<file path="src/rtl/riscv_v_hazard_ctrl_if.sv">
// Bundle between the vector ID stage / bypass network and the hazard controller.
// The master side drives the ID-stage description and redirect; the slave side returns stall and forwarding qualifiers.
interface riscv_v_hazard_ctrl_if #(
    parameter int RF_ADDR_W  = 5,
    parameter int MC_CNT_W   = 4,
    parameter int PERF_CNT_W = 32
);
    logic                  id_valid;
    logic [RF_ADDR_W-1:0]  id_rs1;
    logic [RF_ADDR_W-1:0]  id_rs2;
    logic                  id_rs1_used;
    logic                  id_rs2_used;
    logic [RF_ADDR_W-1:0]  id_rd;
    logic                  id_rd_we;
    logic                  id_is_load;
    logic [MC_CNT_W-1:0]   id_mc_lat;
    logic                  exe_flush;

    logic                  stall_id;
    logic                  bubble_exe;
    logic                  mc_busy;
    logic                  mem_fwd_vld;
    logic [RF_ADDR_W-1:0]  mem_fwd_rd;
    logic                  wb_fwd_vld;
    logic [RF_ADDR_W-1:0]  wb_fwd_rd;
    logic [PERF_CNT_W-1:0] stall_cnt;

    modport master (
        output id_valid, id_rs1, id_rs2, id_rs1_used, id_rs2_used,
               id_rd, id_rd_we, id_is_load, id_mc_lat, exe_flush,
        input  stall_id, bubble_exe, mc_busy, mem_fwd_vld, mem_fwd_rd,
               wb_fwd_vld, wb_fwd_rd, stall_cnt
    );

    modport slave (
        input  id_valid, id_rs1, id_rs2, id_rs1_used, id_rs2_used,
               id_rd, id_rd_we, id_is_load, id_mc_lat, exe_flush,
        output stall_id, bubble_exe, mc_busy, mem_fwd_vld, mem_fwd_rd,
               wb_fwd_vld, wb_fwd_rd, stall_cnt
    );
endinterface

</file>
<file path="src/rtl/riscv_v_hazard_ctrl.sv">
// Vector pipeline hazard controller: shadow EXE/MEM/WB destination tags, load-use stall,
// multi-cycle EXE occupancy freeze and a saturating stall-cycle counter.
module riscv_v_hazard_ctrl #(
    parameter int RF_ADDR_W  = 5,
    parameter int MC_CNT_W   = 4,
    parameter int PERF_CNT_W = 32
) (
    input  logic                   clk,
    input  logic                   rst,
    riscv_v_hazard_ctrl_if.slave   hz
);

    // The load flag only matters while the producer sits in EXE, so MEM/WB drop it.
    typedef struct packed {
        logic                 vld;
        logic [RF_ADDR_W-1:0] rd;
        logic                 we;
        logic                 ld;
    } exe_entry_t;

    typedef struct packed {
        logic                 vld;
        logic [RF_ADDR_W-1:0] rd;
        logic                 we;
    } fwd_entry_t;

    typedef enum logic {
        IDLE,
        MC_BUSY
    } state_t;

    state_t                state_q, state_d;
    logic [MC_CNT_W-1:0]   cnt_q, cnt_d;
    exe_entry_t            exe_q, exe_d;
    fwd_entry_t            mem_q, mem_d;
    fwd_entry_t            wb_q, wb_d;
    logic [PERF_CNT_W-1:0] stall_cnt_q, stall_cnt_d;

    exe_entry_t id_entry;
    fwd_entry_t exe_to_mem;
    logic       rs1_hit;
    logic       rs2_hit;
    logic       load_use;
    logic       mc_issue;
    logic       stall_c;
    logic       bubble_c;

    always_comb begin
        id_entry.vld = hz.id_valid;
        id_entry.rd  = hz.id_rd;
        id_entry.we  = hz.id_rd_we;
        id_entry.ld  = hz.id_is_load;

        exe_to_mem.vld = exe_q.vld;
        exe_to_mem.rd  = exe_q.rd;
        exe_to_mem.we  = exe_q.we;

        rs1_hit  = hz.id_rs1_used && (hz.id_rs1 == exe_q.rd);
        rs2_hit  = hz.id_rs2_used && (hz.id_rs2 == exe_q.rd);
        load_use = hz.id_valid && exe_q.vld && exe_q.we && exe_q.ld && (rs1_hit || rs2_hit);
        mc_issue = hz.id_valid && (hz.id_mc_lat > MC_CNT_W'(1));
    end

    // Hazard priority: redirect, then multi-cycle freeze, then load-use, else normal advance.
    always_comb begin
        state_d  = state_q;
        cnt_d    = cnt_q;
        exe_d    = exe_q;
        mem_d    = mem_q;
        wb_d     = wb_q;
        stall_c  = 1'b0;
        bubble_c = 1'b0;

        if (hz.exe_flush) begin
            exe_d    = '0;
            mem_d    = '0;
            wb_d     = mem_q;
            state_d  = IDLE;
            cnt_d    = '0;
            bubble_c = 1'b1;
        end else if (state_q == MC_BUSY) begin
            stall_c = 1'b1;
            mem_d   = '0;
            wb_d    = mem_q;
            cnt_d   = cnt_q - MC_CNT_W'(1);
            if (cnt_q == MC_CNT_W'(1)) begin
                state_d = IDLE;
            end
        end else if (load_use) begin
            stall_c  = 1'b1;
            bubble_c = 1'b1;
            exe_d    = '0;
            mem_d    = exe_to_mem;
            wb_d     = mem_q;
        end else begin
            exe_d = id_entry;
            mem_d = exe_to_mem;
            wb_d  = mem_q;
            if (mc_issue) begin
                state_d = MC_BUSY;
                cnt_d   = hz.id_mc_lat - MC_CNT_W'(1);
            end
        end
    end

    always_comb begin
        stall_cnt_d = stall_cnt_q;
        if (stall_c && (stall_cnt_q != {PERF_CNT_W{1'b1}})) begin
            stall_cnt_d = stall_cnt_q + PERF_CNT_W'(1);
        end
    end

    always_ff @(posedge clk or posedge rst) begin
        if (rst) begin
            state_q     <= IDLE;
            cnt_q       <= '0;
            exe_q       <= '0;
            mem_q       <= '0;
            wb_q        <= '0;
            stall_cnt_q <= '0;
        end else begin
            state_q     <= state_d;
            cnt_q       <= cnt_d;
            exe_q       <= exe_d;
            mem_q       <= mem_d;
            wb_q        <= wb_d;
            stall_cnt_q <= stall_cnt_d;
        end
    end

    // Reset is also folded into the combinational outputs so they read 0 while it is held.
    assign hz.stall_id    = stall_c && !rst;
    assign hz.bubble_exe  = bubble_c && !rst;
    assign hz.mc_busy     = (state_q == MC_BUSY);
    assign hz.mem_fwd_vld = mem_q.vld && mem_q.we;
    assign hz.mem_fwd_rd  = mem_q.rd;
    assign hz.wb_fwd_vld  = wb_q.vld && wb_q.we;
    assign hz.wb_fwd_rd   = wb_q.rd;
    assign hz.stall_cnt   = stall_cnt_q;

endmodule

</file>
<file path="src/flat_wrapper.sv">
// flat-port wrapper written by rule: the top's interface ports become plain ports
module riscv_v_hazard_ctrl_flat 
#(
    parameter int RF_ADDR_W  = 5,
    parameter int MC_CNT_W   = 4,
    parameter int PERF_CNT_W = 32
)
  (clk, rst, hz_id_valid, hz_id_rs1, hz_id_rs2, hz_id_rs1_used, hz_id_rs2_used, hz_id_rd, hz_id_rd_we, hz_id_is_load, hz_id_mc_lat, hz_exe_flush, hz_stall_id, hz_bubble_exe, hz_mc_busy, hz_mem_fwd_vld, hz_mem_fwd_rd, hz_wb_fwd_vld, hz_wb_fwd_rd, hz_stall_cnt);
  riscv_v_hazard_ctrl_if #(.RF_ADDR_W(RF_ADDR_W), .MC_CNT_W(MC_CNT_W), .PERF_CNT_W(PERF_CNT_W)) hz_i ();
  input  logic clk;
  input  logic rst;
  input wire logic [$bits(hz_i.id_valid)-1:0] hz_id_valid;
  input wire logic [$bits(hz_i.id_rs1)-1:0] hz_id_rs1;
  input wire logic [$bits(hz_i.id_rs2)-1:0] hz_id_rs2;
  input wire logic [$bits(hz_i.id_rs1_used)-1:0] hz_id_rs1_used;
  input wire logic [$bits(hz_i.id_rs2_used)-1:0] hz_id_rs2_used;
  input wire logic [$bits(hz_i.id_rd)-1:0] hz_id_rd;
  input wire logic [$bits(hz_i.id_rd_we)-1:0] hz_id_rd_we;
  input wire logic [$bits(hz_i.id_is_load)-1:0] hz_id_is_load;
  input wire logic [$bits(hz_i.id_mc_lat)-1:0] hz_id_mc_lat;
  input wire logic [$bits(hz_i.exe_flush)-1:0] hz_exe_flush;
  output wire logic [$bits(hz_i.stall_id)-1:0] hz_stall_id;
  output wire logic [$bits(hz_i.bubble_exe)-1:0] hz_bubble_exe;
  output wire logic [$bits(hz_i.mc_busy)-1:0] hz_mc_busy;
  output wire logic [$bits(hz_i.mem_fwd_vld)-1:0] hz_mem_fwd_vld;
  output wire logic [$bits(hz_i.mem_fwd_rd)-1:0] hz_mem_fwd_rd;
  output wire logic [$bits(hz_i.wb_fwd_vld)-1:0] hz_wb_fwd_vld;
  output wire logic [$bits(hz_i.wb_fwd_rd)-1:0] hz_wb_fwd_rd;
  output wire logic [$bits(hz_i.stall_cnt)-1:0] hz_stall_cnt;
  assign hz_i.id_valid = hz_id_valid;
  assign hz_i.id_rs1 = hz_id_rs1;
  assign hz_i.id_rs2 = hz_id_rs2;
  assign hz_i.id_rs1_used = hz_id_rs1_used;
  assign hz_i.id_rs2_used = hz_id_rs2_used;
  assign hz_i.id_rd = hz_id_rd;
  assign hz_i.id_rd_we = hz_id_rd_we;
  assign hz_i.id_is_load = hz_id_is_load;
  assign hz_i.id_mc_lat = hz_id_mc_lat;
  assign hz_i.exe_flush = hz_exe_flush;
  assign hz_stall_id = hz_i.stall_id;
  assign hz_bubble_exe = hz_i.bubble_exe;
  assign hz_mc_busy = hz_i.mc_busy;
  assign hz_mem_fwd_vld = hz_i.mem_fwd_vld;
  assign hz_mem_fwd_rd = hz_i.mem_fwd_rd;
  assign hz_wb_fwd_vld = hz_i.wb_fwd_vld;
  assign hz_wb_fwd_rd = hz_i.wb_fwd_rd;
  assign hz_stall_cnt = hz_i.stall_cnt;
  riscv_v_hazard_ctrl #(.RF_ADDR_W(RF_ADDR_W), .MC_CNT_W(MC_CNT_W), .PERF_CNT_W(PERF_CNT_W)) u_core (.clk(clk), .rst(rst), .hz(hz_i));
endmodule
</file>
<file path="config.mk">
export PLATFORM = sky130hd
export DESIGN_NAME = riscv_v_hazard_ctrl_flat
export DESIGN_NICKNAME = d
export VERILOG_FILES = /design/src/rtl/riscv_v_hazard_ctrl_if.sv /design/src/rtl/riscv_v_hazard_ctrl.sv /design/src/flat_wrapper.sv
export SDC_FILE = /design/constraint.sdc
export NUM_CORES = 1
export LEC_CHECK = 0
export CAP_MARGIN = 20
export CORE_UTILIZATION = 53
export CTS_CLUSTER_DIAMETER = 200
export CTS_CLUSTER_SIZE = 40
export DETAILED_ROUTE_END_ITERATION = 7
export HOLD_SLACK_MARGIN = 0.1
export PLACE_DENSITY = 0.83
export SYNTH_ARGS = -nofsm -noshare
export SYNTH_HDL_FRONTEND = slang
export SYNTH_SLANG_ARGS = --single-unit
</file>
<file path="constraint.sdc">
create_clock -name clk -period 3.7 [get_ports clk]
set_input_delay 0.74 -clock clk [delete_from_list [all_inputs] [get_ports clk]]
set_output_delay 0.74 -clock clk [all_outputs]
set_load 0.005 [all_outputs]
</file>
==> flow_summary.json <==
{
  "status": "complete, no violations",
  "crit_path_end_kind": "output pin",
  "dp.cells": 396,
  "gp_congestion": 0.8486,
  "cts_root_buffer": "clkbuf_8",
  "clkLatencyLatePin_ps": 340,
  "fin_setup_tns_ps": 0,
  "min_period_over_period_pct": 89.19,
  "grtUsageTotal_pct": 25.06,
  "hold_buffers": 0,
  "nets": 369,
  "vias": 2242,
  "crit_required_ps": 2960,
  "syn_area_per_cell_um2": 10.85,
  "clk_path_buf_depth": 2,
  "async_flop_share_pct": 100.0,
  "cts_tree": "built",
  "setup.worst_path.class": "in -> out",
  "cts_htree_levels": 3,
  "die_area_um2": 5721,
  "cts_setup_buffers": 0,
  "seq_area_frac_synth_pct": 51.37,
  "maxSlewViolCount": 0,
  "yosys_warnings": 0,
  "io_pins": 74,
  "setup.worst_path.start_class": "primary input",
  "drv_cap": 0,
  "period_minus_slack_ps": 3300,
  "regArea_um2": 1476,
  "clk_pin_slew_ps": 60,
  "antenna_found_initial": 0,
  "row_count": 26,
  "hold_path_class": "reg -> reg",
  "antennaDiodeCount": 0,
  "drc": 0,
  "core_um2": 5172,
  "tightest_slew_ps": 741.8,
  "synth_edf_count": 0,
  "syn_inst": 265,
  "wirelength_mm": 6.341,
  "syn_nets": 297,
  "postCtsResizedCells": 0,
  "first_pass_iters": 4,
  "hold_viol": 0,
  "synth_top_cell_by_area": "dfrtp_1",
  "whs_path_depth": 0,
  "yosysUniqueCellTypes": 44,
  "grt_setup_unrepaired": "false",
  "avgViaCountPerCell": 5.442,
  "finalPower_mw": 1.621,
  "layout_commonest_cell": "clkdlybuf4s50_1",
  "area_growth_pct": 32.56,
  "finalSetupViolations": 0,
  "grt_remaining_overflow": 0,
  "ys.flop_type": "dfrtp_1",
  "wl_per_cell_um": 15.39,
  "drtIter0Drc": 150,
  "multi_input_area_um2": 1231,
  "fin_worst_skew_ps": 5.595,
  "netlist_area_um2": 2874,
  "ys_top_cells_by_area": "dfrtp_1 51%, xnor2_1 8.2%, xor2_1 4.9%, buf_4 2.9%, a22o_1 2.7%",
  "antenna_left": 0,
  "die_y_um": 75.64,
  "power_density_nw_per_um2": 425.5,
  "dpl.hpwl_mm": 4.472,
  "final_cell_count_no_fill": 412,
  "grt_max_degree": 38,
  "nFillCells": 374,
  "clock-sinks": 59,
  "ys_ff_latch": 59,
  "r2r_cells": 6,
  "netlist.area_leader.share_pct": 51.37,
  "power.leakage_nw": 1.704,
  "portBuffers": 73,
  "cp_max_fo": 3,
  "grt_pass1_vias": 2155,
  "grt_first_pass_wirelength_mm": 10.36,
  "slew_headroom_pct": 50.48,
  "layout_common_cells": "73 x clkdlybuf4s50_1, 59 x dfrtp_1, 27 x xnor2_1, 16 x nor2_1, 16 x xor2_1",
  "crit_arrival_ps": 2560,
  "cts_made_buffers": 9,
  "die_width_um": 75.64,
  "drive_gt1_share_pct": 8.187,
  "fmax_mhz": 303.0,
  "start_util_pct": 55.56,
  "ir_worst_vdd_mv": 0.2847
}
-- metal layers --
metal | up-vias | GRT usage [%] | wire, um
met4 | 0 | 15.43 | 206
met3 | 18 | 4.762 | 307
met1 | 1069 | 34.11 | 2773
met2 | 91 | 37.20 | 3054
li1 | 1064 | - | -
met5 | - | 0 | 0
-- where the power goes --
group	leakage (nW)	internal [mW]	total, mW	switching, mW
clock network	0.103	0.377	0.624	0.247
logic	0.825	0.139	0.244	0.105
registers	0.775	0.693	0.754	0.0603
-- kinds of logic after synthesis --
logic type	count (synthesis)	share of synthesized area [%]
and+or+nand+nor	98	19.16
DFF	59	51.37
xor gates and xnor gates	43	13.10
AOI/OAI and AO/OA	31	8.403
buffers and inverters	29	5.790
adders and majority gates	5	2.177
-- cells in the mapped netlist, types with 2 or more instances --
cell / instances
a21oi_1: 2
a22o_1: 9
and2_1: 11
and3_1: 5
and3_2: 3
and4_1: 4
buf_4: 11
buf_6: 2
dfrtp_1: 59
ha_1: 5
inv_1: 14
nand2_1: 14
nand3_1: 9
nand4_1: 11
nor2_1: 16
nor3_1: 15
nor4_1: 3
o2111ai_1: 2
o21ai_0: 3
o21ai_1: 2
xnor2_1: 27
xor2_1: 16
-- worst paths after layout --
kind / start / to / slack (ps)
min: u_core.mem_q[0] / u_core.wb_q[0] / 370
max reg2reg: u_core.hz.stall_cnt[9] / u_core.hz.stall_cnt[15] / 1490
max in group asynchronous: rst / u_core.hz.stall_cnt[9] / 2120
max: hz_id_valid / hz_stall_id / 400
min reg2reg: u_core.mem_q[0] / u_core.wb_q[0] / 370
min in group asynchronous: rst / u_core.hz.stall_cnt[21] / 910
-- sequential cells by signal, summed over array words and instances (netlist names) --
register / flops
u_core.cnt_q: 4
u_core.exe_q: 8
u_core.hz.mem_fwd_rd: 5
u_core.hz.wb_fwd_rd: 5
u_core.mem_q: 2
u_core.hz.mc_busy: 1
u_core.wb_q: 2
u_core.hz.stall_cnt: 32
-- area by class of cell --
class                   count  share of cell area [%]
clock buffers              11                   3.448
clock inverters             5                   2.036
inverters                  14                   1.379
multi-input cells         177                   32.32
flip-flops and latches     59                   38.75
well taps                  70                   2.299
repair buffers             76                   19.77
-- per-stage QoR --
stage          hold slack [ps]  utilization [%]  worst slack [ps]  cell area, um2
2_1_floorplan            346.1                -              1360            2874
3_5_place_dp             355.6            69.62             415.0            3601
6_report                 365.2            73.66             399.8            3810
4_1_cts                  369.5            73.66             394.9            3810
5_1_grt                  387.1            73.66             294.7            3810
3_3_place_gp             348.2            69.62             457.0            3601
-- critical path, stage by stage --
cell and delay (ps):
clkdlybuf4s50_1 500, and4_1 220, nand3_1 80, o22ai_2 250, nor2_1 70, nor3_1 170
clkdlybuf4s50_1 530
Note: power is estimated with default switching activity, not from simulation.
